[src/rtl/pipe_stage_reg.sv]
// pipe_stage_reg: valid/ready pipeline stage register with optional two-entry skid buffer and stall counter
// Ports:
//   clk, reset (async, active-low), flush (sync kill of held entries)
//   in_valid/in_ready/in_data    upstream handshake and payload
//   out_valid/out_ready/out_data downstream handshake and oldest payload
//   stall_cnt                    saturating count of cycles with out_valid & ~out_ready
module pipe_stage_reg #(
   parameter int WIDTH = 64,
   parameter logic [WIDTH-1:0] RESET_VAL = '0,
   parameter int SKID = 1,
   parameter int CNT_W = 16
) (
   input  logic             clk,
   input  logic             reset,
   input  logic             flush,
   input  logic             in_valid,
   output logic             in_ready,
   input  logic [WIDTH-1:0] in_data,
   output logic             out_valid,
   input  logic             out_ready,
   output logic [WIDTH-1:0] out_data,
   output logic [CNT_W-1:0] stall_cnt
);
   typedef enum logic [1:0] {EMPTY, ONE, TWO} state_t;
   state_t state, state_n;
   logic [WIDTH-1:0] main_q, skid_q, main_n, skid_n;
   logic acc, cons;
   assign out_valid = state != EMPTY;
   assign out_data = out_valid ? main_q : RESET_VAL;
   // with a skid entry, ready depends only on registered state; without one, ready passes out_ready through
   assign in_ready = (SKID != 0) ? state != TWO : ~out_valid | out_ready;
   assign acc = in_valid & in_ready;
   assign cons = out_valid & out_ready;
   always_comb begin
      state_n = state;
      main_n = main_q;
      skid_n = skid_q;
      if (flush) begin
         state_n = EMPTY;
         main_n = RESET_VAL;
         skid_n = RESET_VAL;
      end else if (state == TWO) begin
         if (cons) begin
            state_n = ONE;
            main_n = skid_q;
         end
      end else if (acc) begin
         if (state == EMPTY || cons) begin
            state_n = ONE;
            main_n = in_data;
         end else begin
            state_n = TWO;
            skid_n = in_data;
         end
      end else if (cons) begin
         state_n = EMPTY;
      end
   end
   always_ff @(posedge clk or negedge reset) begin
      if (!reset) begin
         state <= EMPTY;
         main_q <= RESET_VAL;
         skid_q <= RESET_VAL;
         stall_cnt <= '0;
      end else begin
         state <= state_n;
         main_q <= main_n;
         skid_q <= skid_n;
         if (out_valid && !out_ready && stall_cnt != '1) stall_cnt <= stall_cnt + 1'b1;
      end
   end
endmodule

[config.mk]
export PLATFORM = sky130hd
export DESIGN_NAME = pipe_stage_reg
export DESIGN_NICKNAME = d
export VERILOG_FILES = /design/src/rtl/pipe_stage_reg.sv
export SDC_FILE = /design/constraint.sdc
export NUM_CORES = 1
export LEC_CHECK = 0
export BUFFER_PORTS_ARGS = -buffer_cell sky130_fd_sc_hd__buf_2
export CORE_MARGIN = 3
export CORE_UTILIZATION = 45
export CTS_BUF_LIST = sky130_fd_sc_hd__clkbuf_2 sky130_fd_sc_hd__clkbuf_4 sky130_fd_sc_hd__clkbuf_8
export DETAILED_ROUTE_END_ITERATION = 12
export GPL_ROUTABILITY_DRIVEN = 0
export PLACE_DENSITY = 0.69
export SLEW_MARGIN = 10
export SYNTH_ARGS = -nofsm -noshare
export SYNTH_HDL_FRONTEND = slang
export SYNTH_SLANG_ARGS = --single-unit
[constraint.sdc]
create_clock -name clk -period 2.4 [get_ports clk]
set_input_delay 0.24 -clock clk [delete_from_list [all_inputs] [get_ports clk]]
set_output_delay 0.24 -clock clk [all_outputs]
set_load 0.03 [all_outputs]
==> metrics, run 1 <==
status=finished, final reports clean; CTS buffer count=17; Post-Syn Instances=720; postcts setup bufs=0; RSZ-0062 raised after global routing=no; static leakage=3.81 nW; total wire length=~16 mm; XOR/XNOR share of the synthesized area=approximately 1.8%; via count=5368; synthesized net count=790; largest net degree at the start of global routing=85; vias in the first global route=5166; multi-input logic area=3040 sq um; FILL cells=between 1000 and 1500; register area share after synthesis=52.7%; Worst IR Drop VDD=0.316 mV; I/O Pins=151; Compound-Gate Fraction of Synth Area=12.6%; Critical Path Start Type=flop; worst-path fanout max=45; die width=130 um; share of cells above drive strength 1=about a quarter; Slew Viols, Final=0; final hold vios=0; ANT cells=0; Req. time, crit path=roughly 2.2 ns; CTS Buffer Depth=2; Core Util, Final=56.1%; CTS root buf=clkbuf_8; crit end category=output pin; Worst Skew=0.00814 ns; First-pass DRT Iterations=4; CP Class=flop to output pin; gr usage total=19.5%; Avg Inst Size Synth=9.63 sq um; most frequent cells in the layout=148 x buf_2, 146 x dfrtp_1, 133 x nand2_1, 71 x nor2_1, 66 x a21oi_1; Ys Warns=0; vias per cell=5.13; Adder-Cell Fraction of Synth Area=less than 1%; #FFs+latches synth=146; # Max-Cap Violations=0; initial core utilization=a little under half; Peak Freq=461 MHz; post-synth top area share=52.7%; IO buf count=150; Hold Crit Class=primary input to flop; largest cells by area after synthesis=dfrtp_1 53%, mux2i_1 9.4%, nand2_1 7.2%; minimum clock period=2.17 ns; num rows=44; commonest non-fill, non-tap cell in the layout=buf_2; H-tree Lvls=4; grt ovf=0; DP Wirelength=10.3 mm; max_slew headroom=between 50% and 60%; Initial DRC Count=308; Clock transition at path regs=0.07 ns; Setup Viol. Count Final=0; Unique masters post-synth=39; synth-to-layout area growth=19.8%; post-synthesis mux area share=9.60%; part of the cycle the worst path needs=90.5%; Die Ht=130 um; remaining routing DRC violations=0; Post-Synthesis Cell Area=6940 sq um; clk sinks=146; Final Hold Slack=about 0.035 ns; later-pin clock latency in the skew report=~0.44 ns; nets=921; worst-margin pin slew=roughly 0.62 ns; Yosys top cell by area=dfrtp_1; Post-Synth Simple-Gate Area=19.4%; setup TNS=0 ns; global-route wire length before repair=26.2 mm; initial antenna violation count=0; CTS tree=done; total die area=16900 sq um; Core Footprint=approximately 15000 sq um; largest family of logic cells by synthesized area=simple AND/OR/NAND/NOR gates; post-CTS sizing=0; register area=between 3000 and 4000 sq um; Antenna Violating Nets Remaining=0; routed len/inst=15.2 um; pwr dens=between 600 and 700 nW/um^2; Arrival @ worst endpoint=1.93 ns
kinds of logic (layout without fill, tap and decap cells):
group | count (synthesis) | in the layout
AND/OR/NAND/NOR | 295 | 295
flip-flops | 146 | 146
AO/OA/AOI/OAI | 138 | 138
multiplexers | 66 | 66
buffers and inverters | 60 | 203
XOR/XNOR | 14 | 14
adder cells (fa/ha/maj) | 1 | 1
worst paths after layout:
path / startpoint / endpoint / slack (ns) / depth (start not counted)
setup / recovery: state[0] / out_data[15] / 0.23 / 4
hold / removal: in_data[9] / skid_q[9] / 0.03 / 3
setup reg to reg: stall_cnt[1] / stall_cnt[1] / 0.53 / 5
hold reg to reg: stall_cnt[8] / stall_cnt[8] / 0.49 / 1
max in group asynchronous: reset / skid_q[43] / 1.35 / 3
min in group asynchronous: reset / main_q[26] / 0.25 / 2
sequential cells by signal, indices dropped and copies added (netlist names):
signal	flops
main_q	64
skid_q	64
stall_cnt	16
state	2
what timing repair did:
action / 4_1_cts / 5_1_grt
setup endpoints to repair: 0 / 0
hold endpoints to repair: 35 / 0
hold buffers: 4 / 0
cell type report:
cell class / instances / share of cell area (%)
clock buffers: 26 / 3.93
clock inverters: 5 / 0.903
inverters: 3 / 0.136
multi-input cells: 514 / 36.6
flip-flops and latches: 146 / 44.0
well taps: 184 / 2.77
repair buffers: 169 / 11.7
synthesized netlist by cell type (all sizes together):
library cell  instances
nor2b                 2
o21ai                 2
or2                   2
and3b                 1
buf                  17
dfrtp               146
nand3                 8
nand2b                1
nand2               133
xnor2                11
and4bb                1
o21a                  1
a31oi                 1
ha                    1
or3                   1
nand3b                1
o211a                 1
nand4b                2
mux2                  1
and2                 65
o2111ai               1
xor2                  3
a21oi                66
o21bai                1
nor3b                 1
o211ai                1
nor2                 71
a211oi               64
nor3                  3
nor4                  1
clkbuf               40
mux2i                65
inv                   3
nand4                 2
worst max-delay path, stage by stage, from the launching register on:
cell,delay (ns)
dfrtp_1,0.49
or2_2,0.35
buf_4,0.26
and2_1,0.21
buf_2,0.18
metrics by stage:
stage / setup slack (ns) / cells / power, W / instance area, sq um
finish: 0.229 / 1047 / 0.00569 / 8310
global route: 0.0915 / 1047 / 0.00596 / 8310
CTS: 0.179 / 1047 / 0.00577 / 8310
detailed placement: 0.557 / 1012 / 0.00379 / 7870
global placement: 0.595 / 1012 / 0.00377 / 7870
floorplan: 0.443 / 720 / 0.00342 / 6940
layer usage:
layer  track usage [%]  routed length (um)
met1              27.1                7420
met5                 0                   0
met2              29.7                7390
met3              5.40                 865
met4              6.54                 265
report_power, final:
group          switching, W  internal [W]  total [W]
sequential         0.000123       0.00263    0.00275
clock              0.000865       0.00108    0.00195
combinational      0.000645      0.000343   0.000988
Power figures use the tool's default switching activity.
==> inputs of run 2 (changes only) <==
--- a/config.mk
+++ b/config.mk
@@ -7,11 +7,11 @@
 export LEC_CHECK = 0
 export BUFFER_PORTS_ARGS = -buffer_cell sky130_fd_sc_hd__buf_2
 export CORE_MARGIN = 3
-export CORE_UTILIZATION = 45
-export CTS_BUF_LIST = sky130_fd_sc_hd__clkbuf_2 sky130_fd_sc_hd__clkbuf_4 sky130_fd_sc_hd__clkbuf_8
+export CORE_UTILIZATION = 40
+export CTS_BUF_LIST = sky130_fd_sc_hd__clkbuf_16
 export DETAILED_ROUTE_END_ITERATION = 12
 export GPL_ROUTABILITY_DRIVEN = 0
-export PLACE_DENSITY = 0.69
+export PLACE_DENSITY = 0.63
 export SLEW_MARGIN = 10
 export SYNTH_ARGS = -nofsm -noshare
 export SYNTH_HDL_FRONTEND = slang
==> metrics, run 2 (synthesized netlist as in run 1, its figures left out) <==
status=finished, final reports clean; most frequent cells in the layout=148 x buf_2, 146 x dfrtp_1, 133 x nand2_1, 71 x nor2_1, 66 x a21oi_1; CP Class=flop to output pin; initial antenna violation count=2 (+2); total die area=19000 sq um (+12%); Core Util, Final=50.7% (-5.4 points); largest registers=main_q x64, skid_q x64, stall_cnt x16; IO buf count=150 (unchanged); RSZ-0062 raised after global routing=no; largest net degree at the start of global routing=79 (-7.1%); end point of the critical path=out_data[44]; FF-to-FF path depth=5 (unchanged); Final Hold Slack=0.0642 ns (+0.0293 ns); die width=138 um (+5.8%); setup TNS=0 ns (unchanged); share of cells above drive strength 1=23.5% (-0.23 points); gr usage total=17.9% (-1.6 points); CTS root buf=clkbuf_16; DP Wirelength=10.5 mm (+1.9%); routed len/inst=15.2 um (-0.47%); Hold Crit Class=primary input to flop; nets=921 (unchanged); worst-path fanout max=28 (-38%); Worst Setup SP=state[0]; ANT cells=0 (unchanged); postcts setup bufs=0 (unchanged); num rows=47 (+6.8%); grt ovf=0 (unchanged); r2r setup slk=0.52 ns (about the same); max_slew headroom=53.2% (-5.5 points); crit end category=output pin; I/O Pins=151 (unchanged); Arrival @ worst endpoint=1.95 ns (+0.02 ns); total wire length=16.4 mm (+3.0%); CTS Buffer Depth=2 (unchanged); synth-to-layout area growth=22.6%; Antenna Violating Nets Remaining=0 (unchanged); Peak Freq=457 MHz (-0.75%); Clock transition at path regs=0.06 ns (about the same); CTS buffer count=17 (unchanged); Initial DRC Count=260 (-16%); Setup Viol. Count Final=0 (unchanged); static leakage=3.88 nW (+1.9%); # Max-Cap Violations=0 (unchanged); commonest non-fill, non-tap cell in the layout=buf_2; Req. time, crit path=2.16 ns (about the same); First-pass DRT Iterations=4 (unchanged); worst-margin pin slew=0.703 ns (+0.0819 ns); r2r endpoint=stall_cnt[1]; part of the cycle the worst path needs=91.2% (+0.69 points); minimum clock period=2.19 ns (+0.0165 ns); Die Ht=138 um (+5.8%); remaining routing DRC violations=0 (unchanged); final hold vios=0 (unchanged); initial core utilization=41.4% (-5.5 points); Core Footprint=16800 sq um (+13%); Worst Skew=0.00996 ns (+0.00182 ns); pwr dens=736 nW/um^2 (+7.5%); via count=5410 (+0.78%); Worst IR Drop VDD=0.486 mV (+54%); Critical Path Start Type=flop; vias per cell=5.00 (-2.6%); later-pin clock latency in the skew report=0.42 ns (-0.02 ns); global-route wire length before repair=26.6 mm (+1.8%); r2r startpoint=stall_cnt[0]; CTS tree=done; vias in the first global route=5076 (-1.7%); clk sinks=146 (unchanged); H-tree Lvls=4 (unchanged); Slew Viols, Final=0 (unchanged)
## run 2: changes by cell type in the layout (fill, tap and decap cells not counted), sizes merged
| cell | before | now |
|---|---|---|
| clkbuf | 26 | 17 |
| inv | 3 | 7 |
| clkinv | 3 | 8 |
| dlygate4sd3 | 4 | 1 |
| buf | 165 | 168 |
## run 2: power breakdown
group          switching, W  internal (W)  total [W]
Clock               0.00101       0.00150    0.00252
Combinational      0.000636      0.000343   0.000979
Sequential         0.000127       0.00263    0.00276
Total               0.00178       0.00448    0.00626
## run 2: what timing repair did
action | 4_1_cts | 5_1_grt
hold endpoints to repair | 67 | 0
hold buffers | 1 | 0
setup endpoints to repair | 0 | 39
gates resized for setup | 0 | 1
## run 2: layer usage
metal  global-route usage (%)  vias to the layer above  routed length [um]
met3                     5.37                       21                 997
li1                         -                     2710                   -
met5                        0                        -                  21
met1                     24.7                     2564                7590
met4                     5.21                        4                 204
met2                     27.5                      111                7600
## run 2: worst min-delay path by stage
| stage | endpoint | start | depth (start not counted) |
|---|---|---|---|
| 6_report | skid_q[51] | in_data[51] | 3 |
| 5_1_grt | skid_q[12] | in_data[12] | 3 |
| 4_1_cts | skid_q[51] | in_data[51] | 3 |
| 3_5_place_dp | main_q[24] | reset | 1 |
| 3_3_place_gp | skid_q[20] | reset | 1 |
| 2_1_floorplan | main_q[0] | reset | 0 |
## run 2: final cells by class
class	instances	area, sq um
clock inverter	14	125
timing repair buffer	169	967
tap	220	275
multi-input combinational	514	3040
inverter	3	11.3
fill	1574	8260
sequential	146	3650
clock buffer	17	425
## run 2: critical path, cell delays in order, from the launching register on
cell and delay, ns:
dfrtp_1 0.53, or2_4 0.39, buf_4 0.27, and2_1 0.15, buf_2 0.19
## run 2: through the flow
step                      std cells  setup WS (ns)  area (sq um)  power [W]
after floorplan                 720          0.443          6940    0.00342
after global placement         1051          0.522          7940    0.00378
after detailed placement       1051          0.466          7940    0.00380
after CTS                      1083         0.0140          8500    0.00634
after global routing           1083         0.0792          8500    0.00657
final                          1083          0.212          8500    0.00626
